===== config.mk =====
export PLATFORM = sky130hd
export DESIGN_NAME = mem_arbiter
export DESIGN_NICKNAME = d
export VERILOG_FILES = /design/src/rtl/mem_arbiter_pkg.sv /design/src/rtl/mem_arbiter_starve_counter.sv /design/src/rtl/mem_arbiter.sv
export SDC_FILE = /design/constraint.sdc
export NUM_CORES = 1
export LEC_CHECK = 0
export CORE_MARGIN = 2
export CORE_UTILIZATION = 40
export DETAILED_ROUTE_END_ITERATION = 12
export HOLD_SLACK_MARGIN = 0.05
export MAX_ROUTING_LAYER = met4
export PLACE_DENSITY = 0.86
export SLEW_MARGIN = 20
export SYNTH_ARGS = -nofsm -noshare
export SYNTH_HDL_FRONTEND = slang
export SYNTH_SLANG_ARGS = --single-unit

===== constraint.sdc =====
create_clock -name CLK -period 3.3 [get_ports CLK]
set_input_delay 0.99 -clock CLK [delete_from_list [all_inputs] [get_ports CLK]]
set_output_delay 0.99 -clock CLK [all_outputs]
set_load 0.005 [all_outputs]

===== src/rtl/mem_arbiter_pkg.sv =====
// Shared definitions for the instruction/data memory arbiter.
//   arb_state_e : arbiter FSM state encoding
//   FUNC3_WORD  : access-size code used for every instruction fetch
//   ctr_width   : width helper for small saturating counters
package mem_arbiter_pkg;

  typedef enum logic [2:0] {
    IDLE   = 3'd0,
    I_ACC  = 3'd1,
    D_ACC  = 3'd2,
    I_DONE = 3'd3,
    D_DONE = 3'd4
  } arb_state_e;

  localparam logic [2:0] FUNC3_WORD = 3'b010;

  // Bits needed to hold 0..max_val, never fewer than min_w.
  function automatic int ctr_width(input int max_val, input int min_w);
    int w;
    w = 1;
    while ((1 << w) <= max_val) w++;
    return (w < min_w) ? min_w : w;
  endfunction

endpackage


===== src/rtl/mem_arbiter_starve_counter.sv =====
// Fetch-starvation counter for the memory arbiter.
// Counts data grants made while a fetch is waiting and saturates at LIMIT.
// It clears on a fetch grant, or on any idle cycle with no fetch pending.
//   clk_i, rst_i : clock, synchronous active-high reset
//   d_grant_i    : data port granted this cycle
//   i_grant_i    : fetch port granted this cycle
//   i_pend_i     : fetch request currently asserted
//   idle_i       : arbiter is in IDLE
//   at_limit_o   : count has reached LIMIT (fetch must win the next tie)
module starve_counter
  import mem_arbiter_pkg::*;
#(
  parameter int LIMIT = 4
) (
  input  logic clk_i,
  input  logic rst_i,
  input  logic d_grant_i,
  input  logic i_grant_i,
  input  logic i_pend_i,
  input  logic idle_i,
  output logic at_limit_o
);

  localparam int W = ctr_width(LIMIT, 3);

  logic [W-1:0] cnt_q, cnt_d;

  always_comb begin
    cnt_d = cnt_q;
    if (i_grant_i || (idle_i && !i_pend_i)) begin
      cnt_d = '0;
    end else if (d_grant_i && i_pend_i && (cnt_q < W'(LIMIT))) begin
      cnt_d = cnt_q + W'(1);
    end
  end

  always_ff @(posedge clk_i) begin
    if (rst_i) begin
      cnt_q <= '0;
    end else begin
      cnt_q <= cnt_d;
    end
  end

  assign at_limit_o = (cnt_q == W'(LIMIT));

endmodule


===== src/rtl/mem_arbiter.sv =====
// Two-port arbiter sharing one memory between instruction fetch (I) and
// data load/store (D). Data wins ties unless fetch has been starved for
// STARVE_LIMIT consecutive data grants. Each access is ACC (memory strobes
// driven from a snapshot taken at grant), then one DONE cycle in which the
// requesting port's busywait drops.
//   CLK, RESET             : clock, synchronous active-high reset
//   I_READ/I_ADDRESS       : fetch request; I_READDATA/I_BUSYWAIT response
//   D_READ/D_WRITE/...     : load/store request; D_READDATA/D_BUSYWAIT response
//   M_*                    : shared memory strobes, address, data, size code
module mem_arbiter
  import mem_arbiter_pkg::*;
#(
  parameter int STARVE_LIMIT   = 4,
  parameter int MIN_ACC_CYCLES = 1
) (
  input  logic        CLK,
  input  logic        RESET,
  input  logic        I_READ,
  input  logic [31:0] I_ADDRESS,
  output logic [31:0] I_READDATA,
  output logic        I_BUSYWAIT,
  input  logic        D_READ,
  input  logic        D_WRITE,
  input  logic [31:0] D_ADDRESS,
  input  logic [31:0] D_WRITEDATA,
  input  logic [2:0]  D_FUNC3,
  output logic [31:0] D_READDATA,
  output logic        D_BUSYWAIT,
  output logic        M_READ,
  output logic        M_WRITE,
  output logic [31:0] M_ADDRESS,
  output logic [31:0] M_WRITEDATA,
  output logic [2:0]  M_FUNC3,
  input  logic [31:0] M_READDATA,
  input  logic        M_BUSYWAIT
);

  localparam int ACC_W = ctr_width(MIN_ACC_CYCLES, 1);

  arb_state_e        state_q, state_d;
  logic              i_pend, d_pend;
  logic              grant_i, grant_d;
  logic              starve_at_limit;
  logic              in_acc, acc_done;
  logic [ACC_W-1:0]  acc_cnt_q, acc_cnt_d;

  // Request snapshot: the memory sees only these while in ACC.
  logic [31:0]       addr_q, addr_d;
  logic [31:0]       wdata_q, wdata_d;
  logic [2:0]        func3_q, func3_d;
  logic              wr_q, wr_d;

  logic [31:0]       i_rdata_q, i_rdata_d;
  logic [31:0]       d_rdata_q, d_rdata_d;

  assign i_pend = I_READ;
  assign d_pend = D_READ | D_WRITE;
  assign in_acc = (state_q == I_ACC) || (state_q == D_ACC);

  // M_BUSYWAIT is not trusted until the memory has had MIN_ACC_CYCLES
  // cycles to raise it.
  assign acc_done = in_acc && (acc_cnt_q >= ACC_W'(MIN_ACC_CYCLES)) && !M_BUSYWAIT;

  // Next-state and grant decision
  always_comb begin
    state_d = state_q;
    grant_i = 1'b0;
    grant_d = 1'b0;
    case (state_q)
      IDLE: begin
        if (d_pend && i_pend) begin
          if (starve_at_limit) grant_i = 1'b1;
          else                 grant_d = 1'b1;
        end else if (d_pend) begin
          grant_d = 1'b1;
        end else if (i_pend) begin
          grant_i = 1'b1;
        end
        if (grant_i) state_d = I_ACC;
        if (grant_d) state_d = D_ACC;
      end
      I_ACC:   if (acc_done) state_d = I_DONE;
      D_ACC:   if (acc_done) state_d = D_DONE;
      I_DONE:  state_d = IDLE;
      D_DONE:  state_d = IDLE;
      default: state_d = IDLE;
    endcase
  end

  // Snapshot, access-cycle counter and read-data capture
  always_comb begin
    addr_d    = addr_q;
    wdata_d   = wdata_q;
    func3_d   = func3_q;
    wr_d      = wr_q;
    acc_cnt_d = acc_cnt_q;
    i_rdata_d = i_rdata_q;
    d_rdata_d = d_rdata_q;

    if (grant_i) begin
      addr_d  = I_ADDRESS;
      wdata_d = '0;
      func3_d = FUNC3_WORD;
      wr_d    = 1'b0;
    end else if (grant_d) begin
      addr_d  = D_ADDRESS;
      wdata_d = D_WRITEDATA;
      func3_d = D_FUNC3;
      wr_d    = D_WRITE;
    end

    if (grant_i || grant_d) begin
      acc_cnt_d = '0;
    end else if (in_acc && (acc_cnt_q < ACC_W'(MIN_ACC_CYCLES))) begin
      acc_cnt_d = acc_cnt_q + ACC_W'(1);
    end

    if (acc_done && (state_q == I_ACC)) i_rdata_d = M_READDATA;
    // A store completes without touching the load result register.
    if (acc_done && (state_q == D_ACC) && !wr_q) d_rdata_d = M_READDATA;
  end

  always_ff @(posedge CLK) begin
    if (RESET) begin
      state_q   <= IDLE;
      acc_cnt_q <= '0;
      i_rdata_q <= '0;
      d_rdata_q <= '0;
    end else begin
      state_q   <= state_d;
      acc_cnt_q <= acc_cnt_d;
      i_rdata_q <= i_rdata_d;
      d_rdata_q <= d_rdata_d;
    end
  end

  // Snapshot is only observed while in ACC, so it needs no reset.
  always_ff @(posedge CLK) begin
    addr_q  <= addr_d;
    wdata_q <= wdata_d;
    func3_q <= func3_d;
    wr_q    <= wr_d;
  end

  starve_counter #(
    .LIMIT (STARVE_LIMIT)
  ) u_starve (
    .clk_i      (CLK),
    .rst_i      (RESET),
    .d_grant_i  (grant_d),
    .i_grant_i  (grant_i),
    .i_pend_i   (i_pend),
    .idle_i     (state_q == IDLE),
    .at_limit_o (starve_at_limit)
  );

  assign M_READ      = (state_q == I_ACC) || ((state_q == D_ACC) && !wr_q);
  assign M_WRITE     = (state_q == D_ACC) && wr_q;
  assign M_ADDRESS   = addr_q;
  assign M_WRITEDATA = wdata_q;
  assign M_FUNC3     = func3_q;

  assign I_READDATA  = i_rdata_q;
  assign D_READDATA  = d_rdata_q;

  // Stall rises combinationally with the request and drops only in DONE.
  assign I_BUSYWAIT  = !RESET && i_pend && (state_q != I_DONE);
  assign D_BUSYWAIT  = !RESET && d_pend && (state_q != D_DONE);

endmodule


==> flow_metrics.py, run 1 <==
metrics = {
    "global_route": {
        "grt_busiest_layer": "met2",
        "grt_max_degree": 71,
        "grt_usage_pct": 25.89,
        "first_global_vias": 5028,
        "grt_pass1_wl_um": 27770,
        "grt_util_met2_pct": 42.79,
        "met1_usage_pct": 28.83,
        "overflow": 0,
        "grt.met3_usage_pct": 9.601,
        "antenna_found_initial": 0,
    },
    "synthesis": {
        "ys_types": 32,
        "synthesis.nets": 639,
        "syn_inst": 500,
        "syn-cell-area_mm2": 0.005340,
        "synth_area_per_cell_um2": 10.68,
        "synthTopCellsByArea": "dfxtp_1 (40%), edfxtp_1 (18%), mux2_2 (7.0%)",
        "synth-seq-area-share_pct": 58.11,
        "synth_top_cell_by_area": "dfxtp_1",
        "ys_ff_latch": 139,
        "ys_warn_count": 0,
        "synth_top_area_share_pct": 40.11,
    },
    "min_path": {
        "worstHoldPathType": "reg2reg",
    },
    "pwr": {
        "cellLeakagePower_nw": 3.175,
        "total_power_mw": 5.103,
        "p_per_area_mw_per_mm2": 576.9,
        "vdd_drop_max_mv": 0.2688,
    },
    "layout": {
        "finalInstanceArea_mm2": 0.008845,
        "seq_area_mm2": 0.003103,
        "antennaDiodeCount": 0,
        "fin_cells": 947,
        "syn2layout_area_growth_pct": 65.63,
        "fillers": 988,
        "multiInputGateArea_mm2": 0.001984,
        "drive_gt1_share_pct": 11.28,
        "num-nets-final": 897,
    },
    "detailed_routing": {
        "antenna_left": 0,
        "drt_wl_total_um": 18260,
        "drtIter0Drc": 369,
        "num_vias": 5156,
        "drc": 0,
        "routedWlPerCell_um": 19.28,
        "dr.pass1.iters": 5,
        "vias_per_cell": 5.445,
    },
    "clock_network": {
        "cts_tree": "built",
        "hold_buffers": 0,
        "cts_inserted_buffers": 17,
        "clk_latency_ns": 0.42,
        "ctsHtreeMaxLevel": 4,
        "clock_sinks": 139,
        "clk_pin_slew_ns": 0.06,
        "root_buffer": "clkbuf_16",
        "cts_max_path_buffers": 2,
    },
    "floorplanning": {
        "core_area_mm2": 0.01314,
        "io_pins": 272,
        "die-area_mm2": 0.01429,
        "die_x_um": 119.5,
        "fp-row-count": 42,
        "start_util_pct": 40.65,
        "die_y_um": 119.5,
    },
    "critical_path": {
        "rrSetupSlack_ns": 1.33,
        "endpoint": "I_BUSYWAIT",
        "crit_start": "I_READ",
        "start_kind": "input pin",
        "cp_max_fo": 2,
        "crit_path_end_kind": "output pin",
        "critPathKind": "in2out",
        "r2r_end": "M_ADDRESS[13]$_DFFE_PP_",
        "required_ns": 2.31,
        "reg2regPathDepth": 6,
        "crit_arrival_ns": 2.23,
        "r2r-start": "u_starve.cnt_q[0]$_SDFFE_PP0P_",
    },
    "placement": {
        "io_buffers": 271,
        "post_dp_cell_area_mm2": 0.008169,
        "dp_cells": 915,
        "globalplace.congestion": 0.9268,
        "dp_hpwl_um": 12940,
    },
    "sta": {
        "rsz0062_at_grt": "false",
        "worst_slew_pin_slew_ns": 0.7313,
        "slew_headroom_pct": 51.24,
        "hold_viol": 0,
        "max_freq_mhz": 310.1,
        "finalCriticalPeriod_ns": 3.225,
        "post-route-period-util_pct": 97.72,
        "whs_ns": 0.4752,
        "maxSlewViolCount": 0,
        "fin_setup_tns_ns": 0,
        "fin_worst_skew_ns": 0.01552,
        "setup_viol": 0,
    },
    "run": {
        "cap_violations": 0,
    },
    "outcome": {
        "status": "finished, final reports clean",
    },
}
[how the worst min path moves through the flow]
stage	from	end	slack, ns	cells after the start
global route	M_WRITEDATA[18]$_SDFFE_PP0P_	M_WRITEDATA[18]$_SDFFE_PP0P_	0.50	1
floorplan	u_starve.cnt_q[1]$_SDFFE_PP0P_	u_starve.cnt_q[1]$_SDFFE_PP0P_	0.47	1
global placement	M_WRITEDATA[4]$_SDFFE_PP0P_	M_WRITEDATA[4]$_SDFFE_PP0P_	0.46	1
finish	D_READDATA[28]$_SDFFE_PP0P_	D_READDATA[28]$_SDFFE_PP0P_	0.48	2
CTS	I_READDATA[8]$_SDFFE_PP0P_	I_READDATA[8]$_SDFFE_PP0P_	0.48	2
detailed placement	M_WRITEDATA[23]$_SDFFE_PP0P_	M_WRITEDATA[23]$_SDFFE_PP0P_	0.47	1
[layout make-up]
class | count | area share [%]
sequential | 139 | 35.08
timing repair buffer | 288 | 32.08
multi-input combinational | 305 | 22.44
clock buffer | 20 | 5.178
tap | 176 | 2.490
clock inverter | 12 | 2.433
inverter | 7 | 0.2971
[flip-flops by register name, indices dropped and copies added, names as in the netlist]
signal and count:
D_READDATA 32, I_READDATA 32, M_ADDRESS 32, M_FUNC3 3
M_WRITEDATA 32, acc_cnt_q 1, state_q 3, u_starve.cnt_q 3
wr_q 1
[worst max-delay path, stage by stage]
cell,delay [ns]
clkdlybuf4s50_1,0.48
nand2b_1,0.08
a31oi_1,0.16
clkdlybuf4s50_1,0.52
[per-stage QoR]
stage | setup WS [ns] | util (%)
after global placement | 0.03260 | 62.18
final | 0.07535 | 67.32
after global routing | 0.01844 | 67.32
after floorplan | 0.6800 | -
after detailed placement | 0.04396 | 62.18
after CTS | 0.03384 | 67.30
[cells in the final DEF, fill, tap and decap left out, types with 2 or more instances in the layout]
cell and n:
inv_6 2, nand2b_1 5, a22o_1 35, edfxtp_1 32, mux2_2 33, a32o_1 2
clkinv_1 2, ha_1 2, a21oi_1 68, bufinv_16 6, nor2_1 3, clkbuf_1 2
dfxtp_1 107, or3b_2 2, buf_4 17, nor4_1 4, clkbuf_16 18, inv_1 7
o21ai_0 67, nor3b_2 2, clkinv_2 2, nand3_1 66, clkdlybuf4s50_1 269
[synthesized netlist by cell type]
| cell | number |
|---|---|
| a211oi_1 | 1 |
| a21oi_1 | 68 |
| a22o_1 | 35 |
| a2bb2oi_1 | 1 |
| a31oi_1 | 1 |
| a32o_1 | 2 |
| buf_2 | 14 |
| buf_6 | 5 |
| clkbuf_1 | 30 |
| dfxtp_1 | 107 |
| edfxtp_1 | 32 |
| ha_1 | 2 |
| inv_1 | 7 |
| mux2_2 | 33 |
| nand2b_1 | 5 |
| nand3_1 | 66 |
| nand3b_1 | 1 |
| nor2_1 | 3 |
| nor2b_1 | 2 |
| nor3_1 | 1 |
| nor3_4 | 1 |
| nor3b_1 | 3 |
| nor3b_4 | 1 |
| nor4_1 | 4 |
| o21ai_0 | 67 |
| o22ai_1 | 1 |
| o2bb2ai_1 | 1 |
| o311a_1 | 1 |
| o31ai_1 | 1 |
| o32ai_1 | 1 |
| or3_4 | 1 |
| or3b_2 | 2 |
[power breakdown]
group | internal [mW] | total [mW] | switching (mW) | leakage (nW)
Sequential | 1.93 | 2.01 | 0.0810 | 1.19
Combinational | 0.546 | 0.925 | 0.379 | 1.65
Clock | 1.46 | 2.17 | 0.710 | 0.329
[kinds of logic (layout without fill, tap and decap cells)]
family	count (synthesis)	after routing	share of synthesized area [%]
buffers and inverters	56	327	4.967
adders and majority gates	2	2	0.4685
and+or+nand+nor	90	90	9.536
AOI/OAI and AO/OA	180	180	19.96
DFF	139	139	58.11
muxes	33	33	6.959
[metal layers]
metal | share of wire (%) | up-vias
li1 | - | 2369
met1 | 38 | 2476
met2 | 51 | 277
met3 | 8.8 | 34
met4 | 2.4 | 0
met5 | 0 | -
[what timing repair did]
| item | in CTS | in global routing |
|---|---|---|
| gates resized for setup | 0 | 1 |
| setup buffers | 0 | 0 |
| endpoints found under the hold margin | 0 | 0 |
| setup endpoints to repair | 0 | 1 |
Power figures use the tool's default switching activity.
==> inputs of run 2 (changes only) <==
--- a/config.mk
+++ b/config.mk
@@ -6,11 +6,11 @@
 export NUM_CORES = 1
 export LEC_CHECK = 0
 export CORE_MARGIN = 2
-export CORE_UTILIZATION = 40
+export CORE_UTILIZATION = 25
 export DETAILED_ROUTE_END_ITERATION = 12
 export HOLD_SLACK_MARGIN = 0.05
 export MAX_ROUTING_LAYER = met4
-export PLACE_DENSITY = 0.86
+export PLACE_DENSITY = 0.61
 export SLEW_MARGIN = 20
 export SYNTH_ARGS = -nofsm -noshare
 export SYNTH_HDL_FRONTEND = slang
==> run 2 against run 1 <==
Hold slack is essentially flat. Design area increased by 1.5%. Core utilization is 25 points lower. Sequential share of layout area is 0.53 points lower. Setup slack got worse by 0.011 ns.
==> flow_metrics.py, run 2 (synthesis results as in run 1) <==
metrics = {
    "outcome": {
        "status": "finished, final reports clean",
    },
    "floorplanning": {
        "die-area_mm2": 0.02255,
        "fp-row-count": 53,
        "io_pins": 272,
        "start_util_pct": 25.40,
        "core_area_mm2": 0.02102,
        "die_x_um": 150.2,
        "die_y_um": 150.2,
    },
    "layout": {
        "antennaDiodeCount": 0,
        "syn2layout_area_growth_pct": 68.16,
        "seq_area_mm2": 0.003103,
        "multiInputGateArea_mm2": 0.001984,
        "finalInstanceArea_mm2": 0.008980,
        "fin_cells": 1049,
        "num-nets-final": 900,
        "layout_common_cells": "clkdlybuf4s50_1 (269), dfxtp_1 (107), a21oi_1 (68)",
        "final_util_pct": 42.72,
        "fillers": 2026,
        "final_common_cell": "clkdlybuf4s50_1",
        "drive_gt1_share_pct": 12.14,
    },
    "pwr": {
        "p_per_area_mw_per_mm2": 550.2,
        "cellLeakagePower_nw": 3.173,
        "total_power_mw": 4.941,
        "vdd_drop_max_mv": 0.3060,
    },
    "placement": {
        "globalplace.congestion": 0.7784,
        "dp_cells": 1017,
        "dp_hpwl_um": 12110,
        "io_buffers": 271,
        "preCtsSetupSlack_ns": -0.08239,
        "post_dp_cell_area_mm2": 0.008353,
    },
    "sta": {
        "max_freq_mhz": 309.1,
        "worst_slew_pin_slew_ns": 0.6486,
        "fin_setup_tns_ns": 0,
        "slew_headroom_pct": 56.56,
        "fin_worst_skew_ns": 0.01059,
        "finalCriticalPeriod_ns": 3.236,
        "rsz0062_at_grt": "false",
        "maxSlewViolCount": 0,
        "setup_viol": 0,
        "whs_ns": 0.4749,
        "post-route-period-util_pct": 98.05,
        "hold_viol": 0,
        "setup_ws_ns": 0.06439,
    },
    "global_route": {
        "grt_usage_pct": 15.34,
        "antenna_found_initial": 0,
        "grt_max_degree": 65,
        "grt_pass1_wl_um": 25690,
        "first_global_vias": 4634,
        "overflow": 0,
    },
    "detailed_routing": {
        "num_vias": 4847,
        "antenna_left": 0,
        "routedWlPerCell_um": 16.83,
        "dr.pass1.iters": 4,
        "drt_wl_total_um": 17660,
        "vias_per_cell": 4.621,
        "drc": 0,
        "drtIter0Drc": 251,
    },
    "clock_network": {
        "cts_inserted_buffers": 17,
        "clk_latency_ns": 0.42,
        "cts_max_path_buffers": 2,
        "postCtsSetupRepairBufs": 0,
        "clk_pin_slew_ns": 0.06,
        "cts_tree": "built",
        "root_buffer": "clkbuf_16",
        "clock_sinks": 139,
        "ctsHtreeMaxLevel": 4,
    },
    "critical_path": {
        "reg2regPathDepth": 4,
        "crit_path_end_kind": "output pin",
        "cp_max_fo": 2,
        "endpoint": "I_BUSYWAIT",
        "r2r-start": "state_q[0]$_SDFFE_PP0P_",
        "crit_arrival_ns": 2.25,
        "required_ns": 2.31,
        "start_kind": "input pin",
        "rrSetupSlack_ns": 1.47,
        "critPathKind": "in2out",
        "crit_start": "I_READ",
        "r2r_end": "I_READDATA[30]$_SDFFE_PP0P_",
    },
    "min_path": {
        "worstHoldPathType": "reg2reg",
    },
    "run": {
        "cap_violations": 0,
    },
}
==> run 2: changes by cell type in the layout (fill, tap and decap cells not counted), moves of 2 or more <==
cell | before | now
clkbuf_1 | 2 | 0
clkinv_4 | 0 | 3
inv_8 | 0 | 2
buf_12 | 0 | 3
clkinv_1 | 2 | 0
bufinv_16 | 6 | 2
==> run 2: routing by layer <==
layer  share of wire [%]  up-vias  track usage [%]
li1                    -     2378                -
met1                  43     2250            18.68
met2                  47      205            24.41
met3                 9.1       14            5.394
met4                0.89        0            3.774
met5                   0        -                -
==> run 2: layout make-up <==
cell class                 instances  share of cell area (%)
sequential                       139                   34.55
timing repair buffer             291                   32.23
multi-input combinational        305                   22.10
clock buffer                      19                   5.295
tap                              275                   3.832
clock inverter                    13                   1.700
inverter                           7                  0.2926
==> run 2: worst max-delay path, stage by stage <==
cell	delay (ns)
clkdlybuf4s50_1	0.48
nand2b_1	0.08
a31oi_1	0.16
clkdlybuf4s50_1	0.53
==> run 2: worst min path at each step <==
stage,cells after the start,endpoint,start
after CTS,2,I_READDATA[3]$_SDFFE_PP0P_,I_READDATA[3]$_SDFFE_PP0P_
after global routing,1,M_WRITEDATA[1]$_SDFFE_PP0P_,M_WRITEDATA[1]$_SDFFE_PP0P_
after global placement,2,I_READDATA[15]$_SDFFE_PP0P_,I_READDATA[15]$_SDFFE_PP0P_
final,2,D_READDATA[25]$_SDFFE_PP0P_,D_READDATA[25]$_SDFFE_PP0P_
after floorplan,1,u_starve.cnt_q[1]$_SDFFE_PP0P_,u_starve.cnt_q[1]$_SDFFE_PP0P_
after detailed placement,1,M_WRITEDATA[1]$_SDFFE_PP0P_,M_WRITEDATA[1]$_SDFFE_PP0P_
==> run 2: where the power goes <==
| group | switching [mW] | internal [mW] |
|---|---|---|
| clock | 0.797 | 1.22 |
| sequential | 0.0738 | 1.93 |
| combinational | 0.364 | 0.557 |
==> run 2: repair_timing <==
item | 4_1_cts | 5_1_grt
gates resized for setup | 1 | 0
endpoints found under the setup margin | 1 | 0
hold buffers | 0 | 0
==> inputs of run 3 (changes only) <==
--- a/config.mk
+++ b/config.mk
@@ -6,11 +6,11 @@
 export NUM_CORES = 1
 export LEC_CHECK = 0
 export CORE_MARGIN = 2
-export CORE_UTILIZATION = 25
+export CORE_UTILIZATION = 41
+export CTS_BUF_LIST = sky130_fd_sc_hd__clkbuf_2 sky130_fd_sc_hd__clkbuf_4 sky130_fd_sc_hd__clkbuf_8
 export DETAILED_ROUTE_END_ITERATION = 12
-export HOLD_SLACK_MARGIN = 0.05
 export MAX_ROUTING_LAYER = met4
-export PLACE_DENSITY = 0.61
+export PLACE_DENSITY = 0.88
 export SLEW_MARGIN = 20
 export SYNTH_ARGS = -nofsm -noshare
 export SYNTH_HDL_FRONTEND = slang
==> run 3 against run 2 <==
Sequential power about the same. Sequential share of layout area up 1.3 points. Clock power down 17%. Clock skew up 0.0064 ns. Count of clock-buffer cells in the layout down 2. Combinational power up 0.8%. Non-clock buffer count down 3.
==> flow_metrics.py, run 3 (synthesis results as in run 1) <==
metrics = {
    "outcome": {
        "status": "finished, final reports clean",
    },
    "sta": {
        "worst_slew_pin_slew_ns": 0.7335,
        "finalCriticalPeriod_ns": 3.066,
        "post-route-period-util_pct": 92.91,
        "max_freq_mhz": 326.2,
        "slew_headroom_pct": 51.10,
        "fin_worst_skew_ns": 0.01694,
        "rsz0062_at_grt": "false",
        "setup_viol": 0,
        "hold_viol": 0,
        "maxSlewViolCount": 0,
    },
    "detailed_routing": {
        "drtIter0Drc": 452,
        "antenna_left": 0,
        "num_vias": 5143,
        "routedWlPerCell_um": 20.03,
        "drc": 0,
        "dr.pass1.iters": 5,
        "drt_wl_total_um": 18910,
        "vias_per_cell": 5.448,
    },
    "layout": {
        "drive_gt1_share_pct": 11.67,
        "fillers": 923,
        "fin_cells": 944,
        "layout_common_cells": "clkdlybuf4s50_1 (268), dfxtp_1 (107), a21oi_1 (68)",
        "num-nets-final": 897,
        "syn2layout_area_growth_pct": 61.93,
        "final_common_cell": "clkdlybuf4s50_1",
    },
    "min_path": {
        "worstHoldPathType": "reg2reg",
    },
    "global_route": {
        "overflow": 0,
        "grt.met3_usage_pct": 8.430,
        "grt_usage_pct": 27.64,
        "grt_busiest_layer": "met2",
        "met1_usage_pct": 30.07,
        "grt_max_degree": 71,
        "grt_util_met2_pct": 46.03,
        "grt_pass1_wl_um": 29170,
        "antenna_found_initial": 1,
        "first_global_vias": 5223,
    },
    "run": {
        "cap_violations": 0,
    },
    "clock_network": {
        "clk_latency_ns": 0.45,
        "clk_pin_slew_ns": 0.07,
        "ctsHtreeMaxLevel": 4,
        "root_buffer": "clkbuf_8",
        "cts_tree": "built",
        "clock_sinks": 139,
        "cts_max_path_buffers": 2,
        "cts_inserted_buffers": 17,
        "postCtsSetupRepairBufs": 0,
    },
    "floorplanning": {
        "fp-row-count": 41,
        "die_y_um": 118.1,
        "start_util_pct": 42.14,
        "die_x_um": 118.1,
        "die-area_mm2": 0.01395,
        "core_area_mm2": 0.01267,
        "io_pins": 272,
    },
    "critical_path": {
        "critPathKind": "in2out",
        "start_kind": "input pin",
        "required_ns": 2.31,
        "cp_max_fo": 2,
        "crit_arrival_ns": 2.08,
        "crit_path_end_kind": "output pin",
    },
    "pwr": {
        "p_per_area_mw_per_mm2": 533.3,
        "p_seq_share_pct": 43.6,
        "vdd_drop_max_mv": 0.3041,
        "p_int_mw": 3.446,
        "power_frac_comb_pct": 20.2,
        "p_switching_mw": 1.166,
        "cellLeakagePower_nw": 3.077,
        "swShare_pct": 25.28,
        "clkPwrFrac_pct": 36.3,
        "total_power_mw": 4.612,
    },
    "placement": {
        "io_buffers": 271,
        "dp_hpwl_um": 13230,
        "dp_cells": 911,
        "globalplace.congestion": 0.8903,
    },
}
run 3: path summary, 6_finish.rpt:
| check | startpoint | endpoint | slack, ns | cells after the start |
|---|---|---|---|---|
| setup / recovery | D_READ | D_BUSYWAIT | 0.23 | 4 |
| hold / removal | D_READDATA[4]$_SDFFE_PP0P_ | D_READDATA[4]$_SDFFE_PP0P_ | 0.47 | 2 |
| setup reg to reg | state_q[2]$_SDFFE_PP0P_ | M_ADDRESS[24]$_DFFE_PP_ | 1.29 | 4 |
| hold reg to reg | D_READDATA[4]$_SDFFE_PP0P_ | D_READDATA[4]$_SDFFE_PP0P_ | 0.47 | 2 |
run 3: stage by stage:
step	hold slack (ns)	setup WS [ns]	setup TNS (ns)	util, %	cell area, um2
6_report	0.4729	0.2341	0	68.24	8647
5_1_grt	0.5003	0.09429	0	68.24	8647
4_1_cts	0.4787	0.04745	0	68.20	8642
3_5_place_dp	0.4626	-0.01221	-0.01221	64.43	8164
3_3_place_gp	0.4600	0.01805	0	64.43	8164
2_1_floorplan	0.4683	0.6800	0	-	5340
run 3: cell type report:
| type | count | area [um2] | area share [%] |
|---|---|---|---|
| antenna | 1 | 2.502 | 0.02894 |
| tap | 172 | 215.2 | 2.489 |
| clock buffer | 17 | 234.0 | 2.706 |
| inverter | 7 | 26.28 | 0.3039 |
| timing repair buffer | 288 | 2836 | 32.80 |
| sequential | 139 | 3103 | 35.88 |
| clock inverter | 15 | 245.2 | 2.836 |
| multi-input combinational | 305 | 1984 | 22.95 |
run 3: per-layer routing:
metal	share of wire, %	routed length [um]	vias to the layer above
met4	3.6	677	0
met5	0	0	-
met1	38	7123	2471
met3	8.2	1560	44
li1	-	-	2365
met2	50	9551	263
run 3: critical path, cell delays in order:
cell and delay [ns]:
clkdlybuf4s50_1 0.51, nor2_1 0.07, a211oi_1 0.23, dlygate4sd2_1 0.28
run 3: power by group through the flow:
stage | sequential (mW) | clock (mW) | combinational (mW)
floorplan | 2.05 | 0 | 0.322
global placement | 2.03 | 0 | 0.894
detailed placement | 2.04 | 0 | 0.922
CTS | 2.01 | 1.69 | 0.932
global route | 2.02 | 1.77 | 0.982
finish | 2.01 | 1.67 | 0.929
run 3: timing repair:
action | CTS | global route
endpoints found under the setup margin | 1 | 1
hold buffers | 0 | 0
gates cloned | 0 | 0
resized for setup | 1 | 1
